[src/rtl/apb_xfer_ctrl.sv]
// ---------------------------------------------------------------------------
// apb_xfer_ctrl
//
// APB master sequencer for the AHB-APB bridge. The block takes one transfer
// request at a time and decodes req_addr[31:26] into one of three peripheral
// selects. A decode hit runs an APB SETUP phase and then an ACCESS phase.
// A decode miss is answered at once with an error response. Every APB output
// and every response output is registered.
//
// Optional feature (macro PREADY_EN):
//   defined   - ACCESS completes when pready=1. Wait cycles are counted, and
//               once the count reaches TIMEOUT with pready still low the
//               transfer is aborted with rsp_err=1.
//   undefined - ACCESS always lasts exactly one cycle and pready is ignored.
//
// Parameters:
//   ADDR_W   address width (decode uses the top six bits)
//   DATA_W   data width
//   TIMEOUT  maximum ACCESS wait cycles before abort (PREADY_EN only)
//
// Ports:
//   hclk       in   clock, all state on rising edge
//   hreset     in   asynchronous active-high reset
//   req_valid  in   request present
//   req_ready  out  request can be accepted (high only in IDLE)
//   req_write  in   1 = write, 0 = read
//   req_addr   in   transfer address
//   req_wdata  in   write data
//   rsp_valid  out  one-cycle completion pulse
//   rsp_err    out  decode miss or timeout, qualified by rsp_valid
//   rsp_rdata  out  read data, qualified by rsp_valid
//   psel       out  one-hot peripheral select
//   penable    out  ACCESS phase indicator
//   pwrite     out  APB direction
//   paddr      out  APB address
//   pwdata     out  APB write data
//   prdata     in   APB read data
//   pready     in   peripheral ready (ignored without PREADY_EN)
// ---------------------------------------------------------------------------
module apb_xfer_ctrl #(
  parameter int ADDR_W  = 32,
  parameter int DATA_W  = 32,
  parameter int TIMEOUT = 16
) (
  input  logic              hclk,
  input  logic              hreset,
  input  logic              req_valid,
  output logic              req_ready,
  input  logic              req_write,
  input  logic [ADDR_W-1:0] req_addr,
  input  logic [DATA_W-1:0] req_wdata,
  output logic              rsp_valid,
  output logic              rsp_err,
  output logic [DATA_W-1:0] rsp_rdata,
  output logic [2:0]        psel,
  output logic              penable,
  output logic              pwrite,
  output logic [ADDR_W-1:0] paddr,
  output logic [DATA_W-1:0] pwdata,
  input  logic [DATA_W-1:0] prdata,
  input  logic              pready
);

  localparam int DEC_LSB = ADDR_W - 6;

  typedef enum logic [1:0] {
    ST_IDLE   = 2'd0,
    ST_SETUP  = 2'd1,
    ST_ACCESS = 2'd2
  } state_t;

  state_t              r_state;
  state_t              w_state_next;

  logic [2:0]          r_psel;
  logic                r_penable;
  logic                r_pwrite;
  logic [ADDR_W-1:0]   r_paddr;
  logic [DATA_W-1:0]   r_pwdata;
  logic                r_rsp_valid;
  logic                r_rsp_err;
  logic [DATA_W-1:0]   r_rsp_rdata;

  logic [2:0]          w_psel_next;
  logic                w_penable_next;
  logic                w_pwrite_next;
  logic [ADDR_W-1:0]   w_paddr_next;
  logic [DATA_W-1:0]   w_pwdata_next;
  logic                w_rsp_valid_next;
  logic                w_rsp_err_next;
  logic [DATA_W-1:0]   w_rsp_rdata_next;

  logic [2:0]          w_dec_sel;
  logic                w_dec_hit;
  logic                w_done;
  logic                w_abort;

  // Address decode. An all-zero select marks a miss.
  always_comb begin
    w_dec_sel = 3'b000;
    case (req_addr[ADDR_W-1:DEC_LSB])
      6'b100000: w_dec_sel = 3'b001;
      6'b100001: w_dec_sel = 3'b010;
      6'b100010: w_dec_sel = 3'b100;
      default:   w_dec_sel = 3'b000;
    endcase
  end

  assign w_dec_hit = |w_dec_sel;

`ifdef PREADY_EN
  localparam int CNT_W = $clog2(TIMEOUT + 2);

  logic [CNT_W-1:0] r_cnt;

  // pready wins over the timeout in the cycle the count reaches TIMEOUT.
  assign w_done  = pready;
  assign w_abort = !pready && (r_cnt == CNT_W'(TIMEOUT));

  // The wait counter is cleared in SETUP, so it starts at zero on entry to ACCESS.
  always_ff @(posedge hclk or posedge hreset) begin
    if (hreset) begin
      r_cnt <= '0;
    end else if (r_state == ST_SETUP) begin
      r_cnt <= '0;
    end else if ((r_state == ST_ACCESS) && !pready && !w_abort) begin
      r_cnt <= r_cnt + 1'b1;
    end
  end
`else
  logic w_unused_pready;

  // A single ACCESS cycle always completes. pready is deliberately ignored.
  assign w_done          = 1'b1;
  assign w_abort         = 1'b0;
  assign w_unused_pready = pready;
`endif

  // State register
  always_ff @(posedge hclk or posedge hreset) begin
    if (hreset) begin
      r_state <= ST_IDLE;
    end else begin
      r_state <= w_state_next;
    end
  end

  // Next-state logic. A decode miss stays in IDLE.
  always_comb begin
    w_state_next = r_state;
    case (r_state)
      ST_IDLE: begin
        if (req_valid && w_dec_hit) begin
          w_state_next = ST_SETUP;
        end
      end
      ST_SETUP: begin
        w_state_next = ST_ACCESS;
      end
      ST_ACCESS: begin
        if (w_done || w_abort) begin
          w_state_next = ST_IDLE;
        end
      end
      default: begin
        w_state_next = ST_IDLE;
      end
    endcase
  end

  // Output logic. It computes the next value of each registered output.
  // paddr, pwdata and pwrite hold their value unless a new request is
  // captured. The response outputs default to zero, which makes them a
  // single-cycle pulse.
  always_comb begin
    w_psel_next      = r_psel;
    w_penable_next   = r_penable;
    w_pwrite_next    = r_pwrite;
    w_paddr_next     = r_paddr;
    w_pwdata_next    = r_pwdata;
    w_rsp_valid_next = 1'b0;
    w_rsp_err_next   = 1'b0;
    w_rsp_rdata_next = '0;
    case (r_state)
      ST_IDLE: begin
        if (req_valid) begin
          if (w_dec_hit) begin
            w_psel_next    = w_dec_sel;
            w_penable_next = 1'b0;
            w_pwrite_next  = req_write;
            w_paddr_next   = req_addr;
            w_pwdata_next  = req_wdata;
          end else begin
            w_rsp_valid_next = 1'b1;
            w_rsp_err_next   = 1'b1;
          end
        end
      end
      ST_SETUP: begin
        w_penable_next = 1'b1;
      end
      ST_ACCESS: begin
        if (w_done) begin
          w_psel_next      = 3'b000;
          w_penable_next   = 1'b0;
          w_rsp_valid_next = 1'b1;
          w_rsp_rdata_next = r_pwrite ? '0 : prdata;
        end else if (w_abort) begin
          w_psel_next      = 3'b000;
          w_penable_next   = 1'b0;
          w_rsp_valid_next = 1'b1;
          w_rsp_err_next   = 1'b1;
        end
      end
      default: begin
        w_psel_next    = 3'b000;
        w_penable_next = 1'b0;
      end
    endcase
  end

  // Output registers. Reset clears psel and penable asynchronously, so an
  // in-flight transfer is dropped on the APB side right away.
  always_ff @(posedge hclk or posedge hreset) begin
    if (hreset) begin
      r_psel      <= 3'b000;
      r_penable   <= 1'b0;
      r_pwrite    <= 1'b0;
      r_paddr     <= '0;
      r_pwdata    <= '0;
      r_rsp_valid <= 1'b0;
      r_rsp_err   <= 1'b0;
      r_rsp_rdata <= '0;
    end else begin
      r_psel      <= w_psel_next;
      r_penable   <= w_penable_next;
      r_pwrite    <= w_pwrite_next;
      r_paddr     <= w_paddr_next;
      r_pwdata    <= w_pwdata_next;
      r_rsp_valid <= w_rsp_valid_next;
      r_rsp_err   <= w_rsp_err_next;
      r_rsp_rdata <= w_rsp_rdata_next;
    end
  end

  assign req_ready = (r_state == ST_IDLE);
  assign psel      = r_psel;
  assign penable   = r_penable;
  assign pwrite    = r_pwrite;
  assign paddr     = r_paddr;
  assign pwdata    = r_pwdata;
  assign rsp_valid = r_rsp_valid;
  assign rsp_err   = r_rsp_err;
  assign rsp_rdata = r_rsp_rdata;

endmodule

[config.mk]
export PLATFORM = sky130hd
export DESIGN_NAME = apb_xfer_ctrl
export DESIGN_NICKNAME = d
export VERILOG_FILES = /design/src/rtl/apb_xfer_ctrl.sv
export SDC_FILE = /design/constraint.sdc
export NUM_CORES = 1
export LEC_CHECK = 0
export ABC_CLOCK_PERIOD_IN_PS = 4000
export CORE_MARGIN = 10
export CORE_UTILIZATION = 40
export DETAILED_ROUTE_END_ITERATION = 10
export PLACE_DENSITY = 0.81
export SETUP_SLACK_MARGIN = 0.05
export SYNTH_ARGS = -nofsm -noshare
export SYNTH_HDL_FRONTEND = slang
export SYNTH_SLANG_ARGS = --single-unit
[constraint.sdc]
create_clock -name hclk -period 4 [get_ports hclk]
set_input_delay 0.8 -clock hclk [delete_from_list [all_inputs] [get_ports hclk]]
set_output_delay 0.8 -clock hclk [all_outputs]
set_load 0.01 [all_outputs]
==> results_dict.tcl, run 1 <==
set metrics [dict create \
    cp_max_fo 36 \
    path_clk_slew_ps 90 \
    synthCells 242 \
    min_period_ps 2900 \
    grtUsageTotal_pct 15.7 \
    start_util_pct 40.9 \
    place_area_mm2 0.00614 \
    die_w_um 120 \
    clock_path_buffers 2 \
    setup_ws_ps 1100 \
    fin_crit_sh_pct 72.6 \
    row_count 36 \
    routed_via_density 4.50 \
    cts_resized 0 \
    clock-root-buffer "clkbuf_8" \
    drc_errors 0 \
    worstSetupEndpointType "register" \
    status "finished, final reports clean" \
    synth_top_area_cell "dfrtp_1" \
    area_growth_pct 59.3 \
    antenna_found_initial 0 \
    grt_pass1_vias 3005 \
    htreeDepth 3 \
    post_cts_buffers 0 \
    hpwl_mm 8.75 \
    p_leak_nw 2.98 \
    slew_viol_final 0 \
    critical_path_class "in2reg" \
    timing.hold.ws_ps 488 \
    finalHoldViolations 0 \
    synth_seq_area_share_pct 65.7 \
    grt_max_degree 76 \
    clk_latency_ps 390 \
    ys_types 23 \
    cp_slowest_cell "or4b_1" \
    synth.yosys.warnings 0 \
    dieArea_mm2 0.0144 \
    fin_tns_setup_ps 0 \
    cp.arrival_ps 3170 \
    ys_top_cells_by_area "dfrtp_1, mux2_4, and2_1" \
    final_antenna_net_count 0 \
    routabilityCongestion 0.749 \
    path_buf_inv 2 \
    drtIter0Drc 135 \
    pre_cts_ws_ps 727 \
    stdcell_count 585 \
    synth.avg_cell_area_um2 16.5 \
    grt_pass1_wl_mm 17.5 \
    hold_path.class "reg2reg" \
    nets 549 \
    required_ps 4260 \
    cts_tree "done" \
    grt_remaining_overflow 0 \
    startpoint_type "input port" \
    dp.cells 570 \
    wl_mm 11.2 \
    cts-hold-fix-buffers 0 \
    p_per_area_mw_per_mm2 451 \
    portBuffers 203 \
    setup_viol 0 \
    dr.pass1.iters 4 \
    synth_top_cell_area_share_pct 65.7 \
    slew_headroom_pct 40.3 \
    cts_sinks 105 \
    cpPeakStageDelay_ps 680 \
    core-area_mm2 0.00977 \
    synth_nets 343 \
    fmax_ghz 0.345 \
    numCtsBuffers 9 \
    vias 2634 \
    critical-path-top-delay-family "simple AND/OR/NAND/NOR gates" \
    worst_slew_pin_slew_ps 896 \
    finalClockSkew_ps 12.0 \
    io_pins 205 \
    stdcell_area_mm2 0.00637 \
    routedWlPerCell_um 19.2 \
    fp.dieH_um 120 \
    drive_gt1_share_pct 17.5 \
    ir_drop_mv 0.287 \
    n_antenna_cell 0 \
    syn_area_mm2 0.00400 \
    maxCapViolations 0 \
    rsz0062_at_grt "no" \
    synth_seq_cells 105 \
    crit_chain "clkdlybuf4s50_1, or4b_1, or4_4, buf_4, mux2_4" \
]
logic make-up (layout without fill, tap and decap cells):
| kind of cell | Yosys count | after routing | share of synthesized area [%] |
|---|---|---|---|
| multiplexers | 59 | 59 | 21.8 |
| AND/OR/NAND/NOR | 54 | 54 | 8.17 |
| buffers and inverters | 17 | 227 | 2.94 |
| flip-flops | 105 | 105 | 65.7 |
| AO/OA/AOI/OAI | 7 | 7 | 1.35 |
registers in the layout, summed over array words and instances (netlist names):
| signal | count |
|---|---|
| penable | 1 |
| r_state | 2 |
| rsp_rdata | 32 |
| rsp_err | 1 |
| rsp_valid | 1 |
| pwdata | 32 |
| pwrite | 1 |
| paddr | 32 |
| psel | 3 |
cells in the mapped netlist, drive strengths merged:
cell / number
nor3: 5
o22a: 2
and2: 36
buf: 8
inv: 4
clkbuf: 5
or4b: 1
mux2: 59
nand2b: 2
or3: 2
o21ai: 1
or4: 1
nor4: 2
nand2: 1
dfrtp: 105
a211oi: 1
o32ai: 1
o211a: 1
nor2b: 1
nor2: 3
a21oi: 1
stage by stage:
step | power, mW | utilization [%]
3_5_place_dp | 2.14 | 62.8
3_3_place_gp | 2.12 | 62.8
2_1_floorplan | 1.64 | -
5_1_grt | 3.01 | 65.1
4_1_cts | 2.91 | 65.1
6_report | 2.87 | 65.1
worst reg2reg max path: stages, from the launching register on:
cell and delay, ps:
dfrtp_1 430, nand2b_1 280, or4_4 560, buf_4 340
mux2_4 390
layer usage:
| metal | track usage, % | vias to the layer above | wire [um] |
|---|---|---|---|
| li1 | - | 1218 | - |
| met1 | 17.2 | 1270 | 4180 |
| met2 | 25.6 | 127 | 5700 |
| met3 | 8.49 | 19 | 1140 |
| met4 | 5.58 | 0 | 219 |
| met5 | 0 | - | 0 |
power breakdown:
part | switching [mW] | internal (mW) | total [mW]
clock network | 0.344 | 0.413 | 0.757
logic | 0.259 | 0.541 | 0.800
registers | 0.0925 | 1.22 | 1.31
total | 0.695 | 2.18 | 2.87
cell usage in the layout (no fill, tap or decap), drive strengths merged, types with 2 or more instances in the layout:
cell / instances
inv: 4
nand2b: 2
or3: 2
clkbuf: 12
dfrtp: 105
nor3: 5
clkdlybuf4s50: 203
o22a: 2
buf: 5
nor4: 2
mux2: 59
and2: 36
bufinv: 3
nor2: 3
area by class of cell:
type,count,area [um^2]
tap,133,166
multi-input combinational,120,1260
timing repair buffer,208,2070
sequential,105,2630
inverter,4,17.5
clock inverter,3,90.1
fill,728,3410
clock buffer,12,135
final timing paths:
path | start | endpoint | slack (ps) | cells past startpoint
worst max-delay path | req_addr[28] | pwdata[13]$_DFFE_PP0P_ | 1100 | 5
worst min-delay path | paddr[31]$_DFFE_PP0P_ | paddr[31]$_DFFE_PP0P_ | 490 | 1
worst max register to register | r_state[0]$_DFFE_PP0P_ | pwdata[13]$_DFFE_PP0P_ | 1880 | 4
worst min register to register | paddr[31]$_DFFE_PP0P_ | paddr[31]$_DFFE_PP0P_ | 490 | 1
min in group asynchronous | hreset | paddr[25]$_DFFE_PP0P_ | 960 | 2
max in group asynchronous | hreset | rsp_rdata[26]$_DFF_PP0_ | 2190 | 3
Power figures use the tool's default switching activity.
==> run 2, diff against run 1 <==
--- a/config.mk
+++ b/config.mk
@@ -5,7 +5,7 @@
 export SDC_FILE = /design/constraint.sdc
 export NUM_CORES = 1
 export LEC_CHECK = 0
-export ABC_CLOCK_PERIOD_IN_PS = 4000
+export ABC_CLOCK_PERIOD_IN_PS = 2900
 export CORE_MARGIN = 10
 export CORE_UTILIZATION = 40
 export DETAILED_ROUTE_END_ITERATION = 10
==> constraint.sdc (replaced) <==
create_clock -name hclk -period 2.9 [get_ports hclk]
set_input_delay 0.58 -clock hclk [delete_from_list [all_inputs] [get_ports hclk]]
set_output_delay 0.58 -clock hclk [all_outputs]
set_load 0.01 [all_outputs]
==> results_dict.tcl, run 2 (synthesized netlist as in run 1, its figures left out) <==
set metrics [dict create \
    status "finished, final reports clean" \
    r2r-start "r_state[0]$_DFFE_PP0P_" \
    required_ps 3170 \
    p_comb_share_pct 28.9 \
    cp_max_fo 37 \
    slew_viol_final 0 \
    holdPathStages 1 \
    hold_path.class "reg2reg" \
    nets 550 \
    post_cts_buffers 0 \
    fillers 742 \
    htreeDepth 3 \
    cts_sinks 105 \
    die_w_um 120 \
    finalPower_mw 3.84 \
    drc_errors 0 \
    final_antenna_net_count 0 \
    cp.arrival_ps 2690 \
    grt_pass1_vias 3079 \
    io_pins 205 \
    grt_max_degree 44 \
    routed_via_density 4.59 \
    path_clk_slew_ps 100 \
    portBuffers 203 \
    grt_remaining_overflow 0 \
    row_count 36 \
    critical_path_class "in2reg" \
    finalHoldViolations 0 \
    clock_path_buffers 2 \
    grtUsageTotal_pct 16.1 \
    rrSetupSlack_ps 870 \
    rsz0062_at_grt "no" \
    grt_pass1_wl_mm 17.9 \
    antenna_found_initial 0 \
    n_antenna_cell 0 \
    cts_tree "done" \
    maxCapViolations 0 \
    dr_wl_met2_mm 5.90 \
    wl_mm 11.4 \
    p_switching_mw 0.975 \
    slew_headroom_pct 59.3 \
    worst_slew_pin_slew_ps 609 \
    p_per_area_mw_per_mm2 600 \
    drive_gt1_share_pct 18.1 \
    worstSetupEndpointType "register" \
    r2r_end "pwdata[13]$_DFFE_PP0P_" \
    cpPeakStageDelay_ps 570 \
    min_to "paddr[31]$_DFFE_PP0P_" \
    final_common_cell "clkdlybuf4s50_1" \
    start_util_pct 40.9 \
    cp_slowest_cell "or4b_1" \
    p_seq_share_pct 47.3 \
    clock-root-buffer "clkbuf_8" \
    hpwl_mm 8.90 \
    startpoint_type "input port" \
    cts_resized 0 \
    final_cell_mix "clkdlybuf4s50_1, dfrtp_1, mux2_4" \
    r2r_cells 4 \
    clk_latency_ps 380 \
    drtIter0Drc 93 \
    ir_drop_mv 0.420 \
    vias 2693 \
    wirelength_met1_mm 3.96 \
    fp.dieH_um 120 \
    sw_frac_of_total_pct 25.4 \
    hold_start "paddr[31]$_DFFE_PP0P_" \
    top_layer_used "met4" \
    core-area_mm2 0.00977 \
    min_period_ps 2430 \
    finalClockSkew_ps 14.5 \
    p_leak_nw 3.00 \
    dr.pass1.iters 4 \
    fmax_ghz 0.412 \
    fin_tns_setup_ps 0 \
    p_int_mw 2.86 \
    setup_viol 0 \
    fin_crit_sh_pct 83.7 \
    crit_chain "clkdlybuf4s50_1, or4b_1, or4_4, buf_12, mux2_4" \
    routedWlPerCell_um 19.3 \
    routabilityCongestion 0.740 \
    area_growth_pct 60.1 \
    numCtsBuffers 9 \
    route.met3.wl_mm 1.25 \
    cts-hold-fix-buffers 0 \
    dieArea_mm2 0.0144 \
    clkPwrFrac_pct 23.8 \
]
run 2: area by class of cell:
type / count / area (um^2) / area share, %
Sequential cell: 105 / 2630 / 41.1
Multi-Input combinational cell: 120 / 1260 / 19.7
Tap cell: 133 / 166 / 2.60
Timing Repair Buffer: 209 / 2130 / 33.2
Clock buffer: 12 / 145 / 2.27
Inverter: 4 / 18.8 / 0.293
Clock inverter: 4 / 52.6 / 0.821
run 2: per-layer routing:
metal  up-vias  track usage, %
met2       123            27.9
met5         -               0
met3        18            8.77
met4         0            6.18
met1      1331            16.0
li1       1221               -
run 2: worst max-delay path by stage:
stage	startpoint	end	slack, ps
finish	req_addr[29]	pwdata[13]$_DFFE_PP0P_	470
global route	req_addr[29]	pwdata[8]$_DFFE_PP0P_	480
CTS	req_addr[29]	pwdata[8]$_DFFE_PP0P_	510
detailed placement	req_addr[29]	pwdata[13]$_DFFE_PP0P_	90
global placement	req_addr[28]	pwdata[8]$_DFFE_PP0P_	130
floorplan	req_addr[28]	paddr[10]$_DFFE_PP0P_	460
run 2: through the flow:
step	std cells	setup WS [ps]	hold WS [ps]	util (%)	instance area, um^2
global placement	571	125	451	63.4	6200
CTS	587	507	497	65.5	6400
finish	587	471	491	65.5	6400
detailed placement	571	87.5	469	63.4	6200
global route	587	484	507	65.5	6400
floorplan	242	463	466	-	4000
run 2: power groups by stage:
stage | sequential [mW] | combinational (mW) | clock (mW)
after global placement | 1.83 | 1.10 | 0
final | 1.82 | 1.11 | 0.912
after CTS | 1.82 | 1.13 | 0.951
after detailed placement | 1.84 | 1.12 | 0
after global routing | 1.85 | 1.17 | 1.01
after floorplan | 1.94 | 0.330 | 0
run 2: worst max-delay path: cells and delay by family:
kind	cells	cell delay, ps
buf+inv	2	640
mux	1	330
simple gates	2	1120
==> run 3, diff against run 2 <==
--- a/config.mk
+++ b/config.mk
@@ -5,7 +5,7 @@
 export SDC_FILE = /design/constraint.sdc
 export NUM_CORES = 1
 export LEC_CHECK = 0
-export ABC_CLOCK_PERIOD_IN_PS = 2900
+export ABC_CLOCK_PERIOD_IN_PS = 2400
 export CORE_MARGIN = 10
 export CORE_UTILIZATION = 40
 export DETAILED_ROUTE_END_ITERATION = 10
==> constraint.sdc (replaced) <==
create_clock -name hclk -period 2.4 [get_ports hclk]
set_input_delay 0.48 -clock hclk [delete_from_list [all_inputs] [get_ports hclk]]
set_output_delay 0.48 -clock hclk [all_outputs]
set_load 0.01 [all_outputs]
==> results_dict.tcl, run 3 (synthesized netlist as in run 1, its figures left out) <==
set metrics [dict create \
    fillers 731 \
    fmax_ghz 0.435 \
    stdcell_count 592 \
    routedWlPerCell_um 18.8 \
    startpoint_type "input port" \
    portBuffers 203 \
    routabilityCongestion 0.748 \
    p_per_area_mw_per_mm2 704 \
    fin_crit_sh_pct 95.7 \
    multi_input_area_mm2 0.00126 \
    dp.cells 576 \
    cts_sinks 105 \
    numCtsBuffers 9 \
    worst_slew_pin_slew_ps 554 \
    final_antenna_net_count 0 \
    place_area_mm2 0.00625 \
    drc_errors 0 \
    drtIter0Drc 76 \
    grt_max_degree 46 \
    worstSetupEndpointType "register" \
    fp.dieH_um 120 \
    clk_latency_ps 370 \
    pre_cts_ws_ps -276 \
    critical-path-top-delay-family "simple AND/OR/NAND/NOR gates" \
    cp.arrival_ps 2540 \
    wl_mm 11.1 \
    stdcell_area_mm2 0.00642 \
    grt.met2_usage_pct 25.4 \
    nets 555 \
    grt_use_met1_pct 17.4 \
    hold_path.class "reg2reg" \
    vias 2715 \
    crit_chain "clkdlybuf4s50_1, or4b_1, or4_4, buf_12, mux2_4" \
    status "finished, final reports clean" \
    required_ps 2650 \
    rsz0062_at_grt "no" \
    finalPower_mw 4.52 \
    maxCapViolations 0 \
    path_clk_slew_ps 90 \
    grtUsageMet3_pct 6.94 \
    r2r_cells 4 \
    r2r-start "r_state[0]$_DFFE_PP0P_" \
    cp_max_fo 25 \
    min_to "paddr[31]$_DFFE_PP0P_" \
    n_antenna_cell 0 \
    dieArea_mm2 0.0144 \
    cts_resized 0 \
    finalHoldViolations 0 \
    routed_via_density 4.59 \
    clock-root-buffer "clkbuf_8" \
    grt_pass1_vias 3025 \
    holdPathStages 1 \
    clock_path_buffers 2 \
    r2r_end "paddr[10]$_DFFE_PP0P_" \
    setup_viol 0 \
    grtUsageTotal_pct 15.5 \
    ir_drop_mv 0.287 \
    cp_slowest_cell "or4_4" \
    die_w_um 120 \
    core-area_mm2 0.00977 \
    post_cts_buffers 0 \
    hold_start "paddr[31]$_DFFE_PP0P_" \
    drive_gt1_share_pct 19.0 \
    grt_remaining_overflow 0 \
    final_cell_mix "clkdlybuf4s50_1, dfrtp_1, mux2_4" \
    row_count 36 \
    grt_pass1_wl_mm 17.6 \
    cpPeakStageDelay_ps 580 \
    p_leak_nw 3.02 \
    seq_area_mm2 0.00263 \
    rrSetupSlack_ps 540 \
    start_util_pct 40.9 \
    io_pins 205 \
    path_buf_inv 2 \
    grt.busiest_layer "met2" \
    setup_ws_ps 103 \
    hpwl_mm 8.71 \
    cts_tree "done" \
    cts-hold-fix-buffers 0 \
    antenna_found_initial 0 \
    dr.pass1.iters 4 \
    fin_tns_setup_ps 0 \
    finalClockSkew_ps 10.7 \
    min_period_ps 2300 \
    final_common_cell "clkdlybuf4s50_1" \
    area_growth_pct 60.7 \
    critical_path_class "in2reg" \
    slew_viol_final 0 \
    slew_headroom_pct 63.0 \
    htreeDepth 3 \
]
[run 3: cell count changes in the layout (fill, tap and decap cells not counted)]
cell / before / now
buf_12: 4 / 5
clkbuf_8: 10 / 11
clkinv_4: 2 / 0
bufinv_16: 1 / 0
buf_4: 2 / 6
clkinv_2: 1 / 3
[run 3: power by group]
part           internal, mW  switching (mW)  total, mW  leakage (nW)
clock                 0.431           0.556      0.987        0.0932
sequential             2.04           0.158       2.20          1.36
combinational         0.911           0.428       1.34          1.57
total                  3.38            1.14       4.52          3.02
[run 3: cell type report]
cell class / count / share of cell area [%]
flip-flops and latches: 105 / 40.9
repair buffers: 214 / 33.9
multi-input cells: 120 / 19.6
well taps: 133 / 2.59
clock buffers: 13 / 2.47
inverters: 4 / 0.292
clock inverters: 3 / 0.234
[run 3: how the worst max path moves through the flow]
stage / from / endpoint / slack, ps / depth (start not counted)
finish: req_addr[28] / paddr[10]$_DFFE_PP0P_ / 100 / 5
global route: req_addr[28] / paddr[4]$_DFFE_PP0P_ / 110 / 5
CTS: req_addr[28] / paddr[10]$_DFFE_PP0P_ / 120 / 5
detailed placement: req_addr[28] / pwdata[16]$_DFFE_PP0P_ / -280 / 5
global placement: req_addr[28] / paddr[8]$_DFFE_PP0P_ / -260 / 5
floorplan: req_addr[28] / paddr[10]$_DFFE_PP0P_ / 60 / 6
[run 3: layer usage]
layer	part of all wire [%]	up-vias
met5	0	-
met3	10	13
li1	-	1230
met4	1.6	0
met1	37	1350
met2	51	122
[run 3: through the flow]
stage | utilization (%) | hold WS, ps
final | 65.7 | 467
after global routing | 65.7 | 503
after CTS | 65.7 | 474
after detailed placement | 63.9 | 453
after global placement | 63.9 | 451
after floorplan | - | 466
[run 3: worst reg2reg max path, cell delays in order, from the launching register on]
cell      delay, ps
dfrtp_1         440
nand2b_1        190
or4_4           590
buf_12          210
mux2_4          330
